==> src/rtl/id_ex_stage_if.sv <==
// Signal bundle between the decode stage, the ID/EX pipeline register and the EX stage.
// The slave side is the ID/EX register; the master side is the surrounding pipeline.
interface id_ex_stage_if;
  logic        stall;
  logic        flush;
  logic        idValid;
  logic [31:0] rsData;
  logic [31:0] rtData;
  logic [31:0] immExt;
  logic [4:0]  rsAddr;
  logic [4:0]  rtAddr;
  logic [4:0]  rdAddr;
  logic        idUsesRt;
  logic [3:0]  AluControlIn;
  logic [4:0]  shamtIn;
  logic        aluSrcIn;
  logic        regDstIn;
  logic        regWriteIn;
  logic        memReadIn;
  logic        memWriteIn;
  logic        memToRegIn;
  logic        exMemRegWrite;
  logic [4:0]  exMemRd;
  logic [31:0] exMemAluOut;
  logic        memWbRegWrite;
  logic [4:0]  memWbRd;
  logic [31:0] memWbData;
  logic [31:0] inputA;
  logic [31:0] inputB;
  logic [3:0]  AluControl;
  logic [4:0]  shamt;
  logic [31:0] storeData;
  logic [4:0]  writeReg;
  logic        exValid;
  logic        regWrite;
  logic        memRead;
  logic        memWrite;
  logic        memToReg;
  logic        loadUseStall;

  modport slave (
    input  stall, flush, idValid, rsData, rtData, immExt,
           rsAddr, rtAddr, rdAddr, idUsesRt,
           AluControlIn, shamtIn, aluSrcIn, regDstIn,
           regWriteIn, memReadIn, memWriteIn, memToRegIn,
           exMemRegWrite, exMemRd, exMemAluOut,
           memWbRegWrite, memWbRd, memWbData,
    output inputA, inputB, AluControl, shamt, storeData, writeReg,
           exValid, regWrite, memRead, memWrite, memToReg, loadUseStall
  );

  modport master (
    output stall, flush, idValid, rsData, rtData, immExt,
           rsAddr, rtAddr, rdAddr, idUsesRt,
           AluControlIn, shamtIn, aluSrcIn, regDstIn,
           regWriteIn, memReadIn, memWriteIn, memToRegIn,
           exMemRegWrite, exMemRd, exMemAluOut,
           memWbRegWrite, memWbRd, memWbData,
    input  inputA, inputB, AluControl, shamt, storeData, writeReg,
           exValid, regWrite, memRead, memWrite, memToReg, loadUseStall
  );
endinterface

==> src/rtl/id_ex_stage.sv <==
// ID/EX pipeline register with EX-stage operand forwarding and load-use hazard detection.
// One clock from decode to ALU operands; forwarding muxes are combinational on the registered fields.
module id_ex_stage (
  input logic             clk,
  input logic             reset,
  id_ex_stage_if.slave    bus
);
  logic        r_valid;
  logic [31:0] r_rsData;
  logic [31:0] r_rtData;
  logic [31:0] r_immExt;
  logic [4:0]  r_rsAddr;
  logic [4:0]  r_rtAddr;
  logic [3:0]  r_AluControl;
  logic [4:0]  r_shamt;
  logic        r_aluSrc;
  logic [4:0]  r_writeReg;
  logic        r_regWrite;
  logic        r_memRead;
  logic        r_memWrite;
  logic        r_memToReg;

  logic        w_loadUseStall;
  logic [31:0] w_fwdA;
  logic [31:0] w_fwdB;

  // Compares against the registered load's rt and the live decode specifiers.
  assign w_loadUseStall = r_valid && r_memRead && (r_rtAddr != '0) &&
                          ((r_rtAddr == bus.rsAddr) ||
                           (bus.idUsesRt && (r_rtAddr == bus.rtAddr)));

  always_ff @(posedge clk) begin
    if (reset) begin
      r_valid      <= 1'b0;
      r_rsData     <= '0;
      r_rtData     <= '0;
      r_immExt     <= '0;
      r_rsAddr     <= '0;
      r_rtAddr     <= '0;
      r_AluControl <= '0;
      r_shamt      <= '0;
      r_aluSrc     <= 1'b0;
      r_writeReg   <= '0;
      r_regWrite   <= 1'b0;
      r_memRead    <= 1'b0;
      r_memWrite   <= 1'b0;
      r_memToReg   <= 1'b0;
    end else if (bus.flush || (!bus.stall && w_loadUseStall)) begin
      // Bubble: only side-effecting controls are cleared; data fields are don't-care.
      r_valid    <= 1'b0;
      r_regWrite <= 1'b0;
      r_memRead  <= 1'b0;
      r_memWrite <= 1'b0;
      r_memToReg <= 1'b0;
    end else if (!bus.stall) begin
      r_valid      <= bus.idValid;
      r_rsData     <= bus.rsData;
      r_rtData     <= bus.rtData;
      r_immExt     <= bus.immExt;
      r_rsAddr     <= bus.rsAddr;
      r_rtAddr     <= bus.rtAddr;
      r_AluControl <= bus.AluControlIn;
      r_shamt      <= bus.shamtIn;
      r_aluSrc     <= bus.idValid && bus.aluSrcIn;
      r_writeReg   <= bus.regDstIn ? bus.rdAddr : bus.rtAddr;
      r_regWrite   <= bus.idValid && bus.regWriteIn;
      r_memRead    <= bus.idValid && bus.memReadIn;
      r_memWrite   <= bus.idValid && bus.memWriteIn;
      r_memToReg   <= bus.idValid && bus.memToRegIn;
    end
  end

  always_comb begin
    w_fwdA = r_rsData;
    if (bus.exMemRegWrite && (bus.exMemRd != '0) && (bus.exMemRd == r_rsAddr))
      w_fwdA = bus.exMemAluOut;
    else if (bus.memWbRegWrite && (bus.memWbRd != '0) && (bus.memWbRd == r_rsAddr))
      w_fwdA = bus.memWbData;
  end

  always_comb begin
    w_fwdB = r_rtData;
    if (bus.exMemRegWrite && (bus.exMemRd != '0) && (bus.exMemRd == r_rtAddr))
      w_fwdB = bus.exMemAluOut;
    else if (bus.memWbRegWrite && (bus.memWbRd != '0) && (bus.memWbRd == r_rtAddr))
      w_fwdB = bus.memWbData;
  end

  assign bus.inputA       = w_fwdA;
  assign bus.inputB       = r_aluSrc ? r_immExt : w_fwdB;
  assign bus.storeData    = w_fwdB;
  assign bus.AluControl   = r_AluControl;
  assign bus.shamt        = r_shamt;
  assign bus.writeReg     = r_writeReg;
  assign bus.exValid      = r_valid;
  assign bus.regWrite     = r_regWrite;
  assign bus.memRead      = r_memRead;
  assign bus.memWrite     = r_memWrite;
  assign bus.memToReg     = r_memToReg;
  assign bus.loadUseStall = w_loadUseStall;
endmodule

==> src/flat_wrapper.sv <==
// flat-port wrapper written by rule: the top's interface ports become plain ports
module id_ex_stage_flat 
  (clk, reset, bus_stall, bus_flush, bus_idValid, bus_rsData, bus_rtData, bus_immExt, bus_rsAddr, bus_rtAddr, bus_rdAddr, bus_idUsesRt, bus_AluControlIn, bus_shamtIn, bus_aluSrcIn, bus_regDstIn, bus_regWriteIn, bus_memReadIn, bus_memWriteIn, bus_memToRegIn, bus_exMemRegWrite, bus_exMemRd, bus_exMemAluOut, bus_memWbRegWrite, bus_memWbRd, bus_memWbData, bus_inputA, bus_inputB, bus_AluControl, bus_shamt, bus_storeData, bus_writeReg, bus_exValid, bus_regWrite, bus_memRead, bus_memWrite, bus_memToReg, bus_loadUseStall);
  id_ex_stage_if bus_i ();
  input logic clk;
  input logic reset;
  input wire logic [$bits(bus_i.stall)-1:0] bus_stall;
  input wire logic [$bits(bus_i.flush)-1:0] bus_flush;
  input wire logic [$bits(bus_i.idValid)-1:0] bus_idValid;
  input wire logic [$bits(bus_i.rsData)-1:0] bus_rsData;
  input wire logic [$bits(bus_i.rtData)-1:0] bus_rtData;
  input wire logic [$bits(bus_i.immExt)-1:0] bus_immExt;
  input wire logic [$bits(bus_i.rsAddr)-1:0] bus_rsAddr;
  input wire logic [$bits(bus_i.rtAddr)-1:0] bus_rtAddr;
  input wire logic [$bits(bus_i.rdAddr)-1:0] bus_rdAddr;
  input wire logic [$bits(bus_i.idUsesRt)-1:0] bus_idUsesRt;
  input wire logic [$bits(bus_i.AluControlIn)-1:0] bus_AluControlIn;
  input wire logic [$bits(bus_i.shamtIn)-1:0] bus_shamtIn;
  input wire logic [$bits(bus_i.aluSrcIn)-1:0] bus_aluSrcIn;
  input wire logic [$bits(bus_i.regDstIn)-1:0] bus_regDstIn;
  input wire logic [$bits(bus_i.regWriteIn)-1:0] bus_regWriteIn;
  input wire logic [$bits(bus_i.memReadIn)-1:0] bus_memReadIn;
  input wire logic [$bits(bus_i.memWriteIn)-1:0] bus_memWriteIn;
  input wire logic [$bits(bus_i.memToRegIn)-1:0] bus_memToRegIn;
  input wire logic [$bits(bus_i.exMemRegWrite)-1:0] bus_exMemRegWrite;
  input wire logic [$bits(bus_i.exMemRd)-1:0] bus_exMemRd;
  input wire logic [$bits(bus_i.exMemAluOut)-1:0] bus_exMemAluOut;
  input wire logic [$bits(bus_i.memWbRegWrite)-1:0] bus_memWbRegWrite;
  input wire logic [$bits(bus_i.memWbRd)-1:0] bus_memWbRd;
  input wire logic [$bits(bus_i.memWbData)-1:0] bus_memWbData;
  output wire logic [$bits(bus_i.inputA)-1:0] bus_inputA;
  output wire logic [$bits(bus_i.inputB)-1:0] bus_inputB;
  output wire logic [$bits(bus_i.AluControl)-1:0] bus_AluControl;
  output wire logic [$bits(bus_i.shamt)-1:0] bus_shamt;
  output wire logic [$bits(bus_i.storeData)-1:0] bus_storeData;
  output wire logic [$bits(bus_i.writeReg)-1:0] bus_writeReg;
  output wire logic [$bits(bus_i.exValid)-1:0] bus_exValid;
  output wire logic [$bits(bus_i.regWrite)-1:0] bus_regWrite;
  output wire logic [$bits(bus_i.memRead)-1:0] bus_memRead;
  output wire logic [$bits(bus_i.memWrite)-1:0] bus_memWrite;
  output wire logic [$bits(bus_i.memToReg)-1:0] bus_memToReg;
  output wire logic [$bits(bus_i.loadUseStall)-1:0] bus_loadUseStall;
  assign bus_i.stall = bus_stall;
  assign bus_i.flush = bus_flush;
  assign bus_i.idValid = bus_idValid;
  assign bus_i.rsData = bus_rsData;
  assign bus_i.rtData = bus_rtData;
  assign bus_i.immExt = bus_immExt;
  assign bus_i.rsAddr = bus_rsAddr;
  assign bus_i.rtAddr = bus_rtAddr;
  assign bus_i.rdAddr = bus_rdAddr;
  assign bus_i.idUsesRt = bus_idUsesRt;
  assign bus_i.AluControlIn = bus_AluControlIn;
  assign bus_i.shamtIn = bus_shamtIn;
  assign bus_i.aluSrcIn = bus_aluSrcIn;
  assign bus_i.regDstIn = bus_regDstIn;
  assign bus_i.regWriteIn = bus_regWriteIn;
  assign bus_i.memReadIn = bus_memReadIn;
  assign bus_i.memWriteIn = bus_memWriteIn;
  assign bus_i.memToRegIn = bus_memToRegIn;
  assign bus_i.exMemRegWrite = bus_exMemRegWrite;
  assign bus_i.exMemRd = bus_exMemRd;
  assign bus_i.exMemAluOut = bus_exMemAluOut;
  assign bus_i.memWbRegWrite = bus_memWbRegWrite;
  assign bus_i.memWbRd = bus_memWbRd;
  assign bus_i.memWbData = bus_memWbData;
  assign bus_inputA = bus_i.inputA;
  assign bus_inputB = bus_i.inputB;
  assign bus_AluControl = bus_i.AluControl;
  assign bus_shamt = bus_i.shamt;
  assign bus_storeData = bus_i.storeData;
  assign bus_writeReg = bus_i.writeReg;
  assign bus_exValid = bus_i.exValid;
  assign bus_regWrite = bus_i.regWrite;
  assign bus_memRead = bus_i.memRead;
  assign bus_memWrite = bus_i.memWrite;
  assign bus_memToReg = bus_i.memToReg;
  assign bus_loadUseStall = bus_i.loadUseStall;
  id_ex_stage u_core (.clk(clk), .reset(reset), .bus(bus_i));
endmodule
==> config.mk <==
export PLATFORM = sky130hd
export DESIGN_NAME = id_ex_stage_flat
export DESIGN_NICKNAME = d
export VERILOG_FILES = /design/src/rtl/id_ex_stage_if.sv /design/src/rtl/id_ex_stage.sv /design/src/flat_wrapper.sv
export SDC_FILE = /design/constraint.sdc
export NUM_CORES = 1
export LEC_CHECK = 0
export CORE_UTILIZATION = 48
export DETAILED_ROUTE_END_ITERATION = 12
export PLACE_DENSITY_LB_ADDON = 0.25
export SLEW_MARGIN = 20
export SYNTH_ARGS = -nofsm -noshare
export SYNTH_HDL_FRONTEND = slang
export SYNTH_SLANG_ARGS = --single-unit
export TNS_END_PERCENT = 10
==> constraint.sdc <==
create_clock -name clk -period 3.05 [get_ports clk]
set_input_delay 0.61 -clock clk [delete_from_list [all_inputs] [get_ports clk]]
set_output_delay 0.61 -clock clk [all_outputs]
set_load 0.1 [all_outputs]
# == Yosys cells after proc, flatten, opt, wreduce, memory -nomap -nowiden ==
# Index checks and enable logic that the tools add are counted.
# word_totals
n_memories,0
in_bits,208
word_cells,52
ff_bits,126
ram_bits,0
latch_bits,0
rom_bits,0
# op_classes
reduce_logical,24
order_cmp,0
mul,0
shifts,0
div_mod_pow,0
n_addsub,0
n_eq_ne,6
n_bitwise,2
n_mux,6
# ops
operator,count
2-to-1 mux 32 bit,5
equality test 5 bit,6
logical AND 1 bit,16
nonzero test 5 bit,3
2-to-1 mux 5 bit,1
logical OR 1 bit,2
NOT 1 bit,2
AND reduction 2 bit,1
OR reduction 2 bit,1
zero test 1 bit,1

# == Depth between registers and ports, before layout ==
# depth
word_depth,8
ltp_mapped,8
ltp_nobuf,5

# == Worst setup path after synthesis ==
# OpenSTA, ideal clock, no wires.
# synth_path
kind,in2out
startpoint,input port bus_memWbRd[0]
endpoint,output port bus_inputB[12]
t_arrival_ns,4.226
required_time_ns,2.440
path_slack_ns,-1.786
stages,7
path_cell_list,or4_1 -> nor2_4 -> buf_6 -> buf_2 -> o31ai_1 -> a31oi_1 -> mux2_2
# synth_between
elab_chain_len,6
elab_cells_between_ends,7
cone_classes,1 x eq/ne; 3 x mux; 3 x reduce/logical
# synth_rtl
item,line,rtl
"start, declared",flat_wrapper.sv:29,input wire logic [$bits(bus_i.memWbRd)-1:0] bus_memWbRd;
nonzero test 5 bit,id_ex_stage.sv:85,else if (bus.memWbRegWrite && (bus.memWbRd != '0) && (bus.memWbRd == r_rtAddr))
logical AND 1 bit,id_ex_stage.sv:85,
logical AND 1 bit (*),id_ex_stage.sv:85,
2-to-1 mux 32 bit (*),id_ex_stage.sv:85,
2-to-1 mux 32 bit (*),id_ex_stage.sv:83,if (bus.exMemRegWrite && (bus.exMemRd != '0) && (bus.exMemRd == r_rtAddr))
via bus_storeData[12],flat_wrapper.sv:35,output wire logic [$bits(bus_i.storeData)-1:0] bus_storeData;
2-to-1 mux 32 bit (*),id_ex_stage.sv:90,assign bus.inputB = r_aluSrc ? r_immExt : w_fwdB;
"end, declared",flat_wrapper.sv:32,output wire logic [$bits(bus_i.inputB)-1:0] bus_inputB;
# The timed path passes the listed nets; every way through them passes the cells marked *.

# == Worst setup path after layout ==
# layout_path
startpoint,register u_core.r_rtAddr[0]
endpoint,output port bus_storeData[26]
# layout_between
elab_chain_len,4
elab_cells_between_ends,6
cone_classes,2 x eq/ne; 2 x mux; 2 x reduce/logical
# layout_rtl
item,line,rtl
"start, declared",id_ex_stage.sv:13,logic [4:0] r_rtAddr;
"start signal, assigned",id_ex_stage.sv:61,r_rtAddr <= bus.rtAddr;
equality test 5 bit,id_ex_stage.sv:85,
logical AND 1 bit,id_ex_stage.sv:85,
2-to-1 mux 32 bit,id_ex_stage.sv:85,
2-to-1 mux 32 bit (*),id_ex_stage.sv:83,
"end, declared",flat_wrapper.sv:35,
# Every way passes the cells marked *; elsewhere a longest branch is shown, timed or not.

==> results.sh <==
export IMPL_status="finished with violations"
export IMPL_violations="setup timing"
export IMPL_grt_pass1_wl_um=68100
export IMPL_holdBufCountCts=0
export IMPL_max_freq_mhz=307
export IMPL_fin_cells=1816
export IMPL_cpPeakStageDelay_ps=340
export IMPL_setup_ws_ps=-205
export IMPL_drive_gt1_share_pct=31.8
export IMPL_slew_viol_final=0
export IMPL_crit_path_top_delay_cell="dfxtp_2"
export IMPL_vias_per_cell=6.72
export IMPL_num_io_pins=324
export IMPL_vias=12200
export IMPL_wl_per_cell_um=25.1
export IMPL_hold_end="u_core.bus.writeReg[1]"
export IMPL_dp_cells=1761
export IMPL_die_area_sq_um=21600
export IMPL_cts_buffer_depth=2
export IMPL_setup_viol=96
export IMPL_worst_clock_skew_ps=12.1
export IMPL_path_clk_slew_ps=70
export IMPL_cp_arrival_ps=2640
export IMPL_synth_area_leader_cell="dfxtp_1"
export IMPL_post_route_min_period_ps=3250
export IMPL_htree_levels=4
export IMPL_nNetsFinal=1737
export IMPL_numCtsBuffers=17
export IMPL_die_height_um=147
export IMPL_path_cells="buf_6, xnor2_2, nand4_1, buf_6, or2_4, buf_12, buf_16, nor2_1, nor2_2, buf_12"
export IMPL_reg2reg_from="u_core.r_rtAddr[1]"
export IMPL_hpwl_um=28600
export IMPL_synth_top_area_share_pct=25.0
export IMPL_finalSetupTns_ps=-12130
export IMPL_hold_path_startpoint="u_core.bus.writeReg[1]"
export IMPL_rsz0062_at_grt="yes"
export IMPL_vdd_drop_max_mv=0.450
export IMPL_r2r_cells=7
export IMPL_max_slew_margin_pct=42.8
export IMPL_grt_pass1_vias=11800
export IMPL_nFillCells=1032
export IMPL_power_leakage_nw=6.80
export IMPL_powerDensity_nw_per_um2=464
export IMPL_cts_sinks=126
export IMPL_cp_end_kind="output port"
export IMPL_grt_overflow_total=0
export IMPL_regToRegEndpoint="u_core.r_immExt[0]"
export IMPL_yosysSeqAreaShare_pct=25.0
export IMPL_avgSynthCellArea_sq_um=8.44
export IMPL_drt_iter0_markers=1277
export IMPL_ys_ff_latch=126
export IMPL_crit_fanout=8
export IMPL_port_buffers=323
export IMPL_finalCritPeriodShare_pct=107
export IMPL_cp_start_kind="flop"
export IMPL_r2r_slack_ps=330
export IMPL_grt_use_total_pct=40.2
export IMPL_clkLatencyLatePin_ps=430
export IMPL_async_flop_share_pct=0
export IMPL_tightest_slew_ps=857
export IMPL_hold_violations=0
export IMPL_cts_tree="yes"
export IMPL_core_area_sq_um=20400
export IMPL_drv_cap=0
export IMPL_wirelength_um=45500
export IMPL_synth_edff_count=0
export IMPL_initial_core_util_pct=49.4
export IMPL_grt_max_degree=98
export IMPL_min_path_cells=2
export IMPL_globalplace_congestion=0.911
export IMPL_placement_rows=52
export IMPL_synthTopCellsByArea="dfxtp_1, mux2i_1, a32oi_1"
export IMPL_synth_cell_types=44
export IMPL_synth_nets=1405
export IMPL_synthFlopType="dfxtp_1"
export IMPL_synthToLayoutAreaGrowth_pct=70.6
export IMPL_ant_nets=0
export IMPL_path_buf_inv=5
export IMPL_worst_setup_path_type="flop to output port"
export IMPL_hp_class="flop to flop"
export IMPL_drcViolationCount=0
export IMPL_drt_first_pass_iters=6
export IMPL_cts_root_buf="clkbuf_16"
export IMPL_syn_area_sq_um=10100
export IMPL_die_w_um=147
export IMPL_worstPathRequired_ps=2440
export IMPL_synthCells=1197
export IMPL_yosys_warnings=0
export IMPL_antenna_found_initial=3
export IMPL_cp_top_family="simple AND/OR/NAND/NOR gates"
==> worst register-to-register path, stage by stage, from the launching register on <==
cell and delay [ps]:
dfxtp_1 350, buf_4 190, or4_4 580, o211a_4 410, buf_4 460, and3_1 330
mux2i_1 200, nand2_1 70
==> final cells by class <==
class / instances / area [sq um] / share of cell area [%]
diodes: 4 / 10.0 / 0.0581
clock buffers: 17 / 425 / 2.47
clock inverters: 15 / 233 / 1.35
inverters: 7 / 31.3 / 0.182
multi-input cells: 914 / 7920 / 46.0
flip-flops and latches: 126 / 2530 / 14.7
well taps: 270 / 338 / 1.96
repair buffers: 463 / 5740 / 33.3
==> power by group <==
group | internal [mW] | switching [mW]
sequential | 1.79 | 0.144
combinational | 1.48 | 2.20
clock | 1.47 | 0.907
==> stage by stage <==
step	total power [mW]	hold WS, ps	util, %	worst slack [ps]	cell area (sq um)
floorplan	4.01	478	-	-406	10800
global placement	5.40	446	77.2	-564	15800
detailed placement	5.45	449	77.2	-569	15800
CTS	7.89	462	83.5	-199	17100
global route	8.13	489	84.3	-246	17200
finish	7.99	461	84.3	-205	17200
==> how the worst max path moves through the flow <==
stage                             from                end  slack, ps  cells past startpoint
detailed placement      bus_memWbRd[0]     bus_inputB[29]       -570                     10
global placement        bus_memWbRd[2]     bus_inputB[19]       -560                     10
finish              u_core.r_rtAddr[0]  bus_storeData[26]       -200                     10
CTS                     bus_exMemRd[2]     bus_inputB[29]       -200                      9
floorplan               bus_memWbRd[0]     bus_inputB[22]       -410                      7
global route        u_core.r_rtAddr[0]     bus_inputB[26]       -250                     10
==> Yosys cell counts (5+ instances only) <==
cell      number
nor2_1        41
inv_1          7
a211oi_1      14
xnor2_1       26
o31ai_1       32
mux2i_1      147
dfxtp_1      126
clkbuf_1      98
mux2_2        33
nor3_1        28
a31oi_1        9
a21oi_1       32
buf_2         29
nand2_1      122
a32oi_1      115
nor3b_1      116
a31oi_2       19
buf_1          5
or4b_1        24
and3_1       115
buf_6         13
==> cells in the final DEF (no fill, tap or decap), types with 19 or more instances in the layout <==
| master | n |
|---|---|
| mux2_4 | 28 |
| nor3b_1 | 116 |
| clkdlybuf4s50_1 | 194 |
| and3_1 | 115 |
| mux2i_1 | 146 |
| or4b_4 | 26 |
| a32oi_1 | 115 |
| dfxtp_1 | 121 |
| buf_4 | 112 |
| buf_6 | 19 |
| a21oi_2 | 32 |
| buf_12 | 122 |
| nor3_1 | 22 |
| nand2_1 | 121 |
| nor2_1 | 33 |
| a31oi_4 | 28 |
==> cell families after synthesis <==
family,share of synthesized area (%)
AOI/OAI and AO/OA,19.4
xor gates and xnor gates,2.60
and+or+nand+nor,27.5
DFF,25.0
buffers and inverters,7.35
muxes,18.2
==> state kept, by name, summed over array words and instances, names as in the netlist, 4 cells and up <==
signal	cells
u_core.bus.AluControl	4
u_core.bus.shamt	5
u_core.bus.writeReg	5
u_core.r_immExt	32
u_core.r_rsAddr	5
u_core.r_rsData	32
u_core.r_rtAddr	5
u_core.r_rtData	32
==> timing repair <==
| item | CTS | global route |
|---|---|---|
| pin swaps | 49 | 44 |
| endpoints found under the setup margin | 96 | 97 |
| buffers inserted | 12 | 0 |
| hold endpoints to repair | 0 | 0 |
| resized for setup | 108 | 41 |
| cloned | 9 | 0 |
==> routing by layer <==
layer,up-vias,wire length (um),global-route usage [%]
met4,0,2620,21.8
met3,187,4080,7.08
met1,5921,17500,50.5
met5,-,0,0
met2,846,21400,65.4
li1,5249,-,-
No activity file was read; power rests on OpenSTA's default activity.
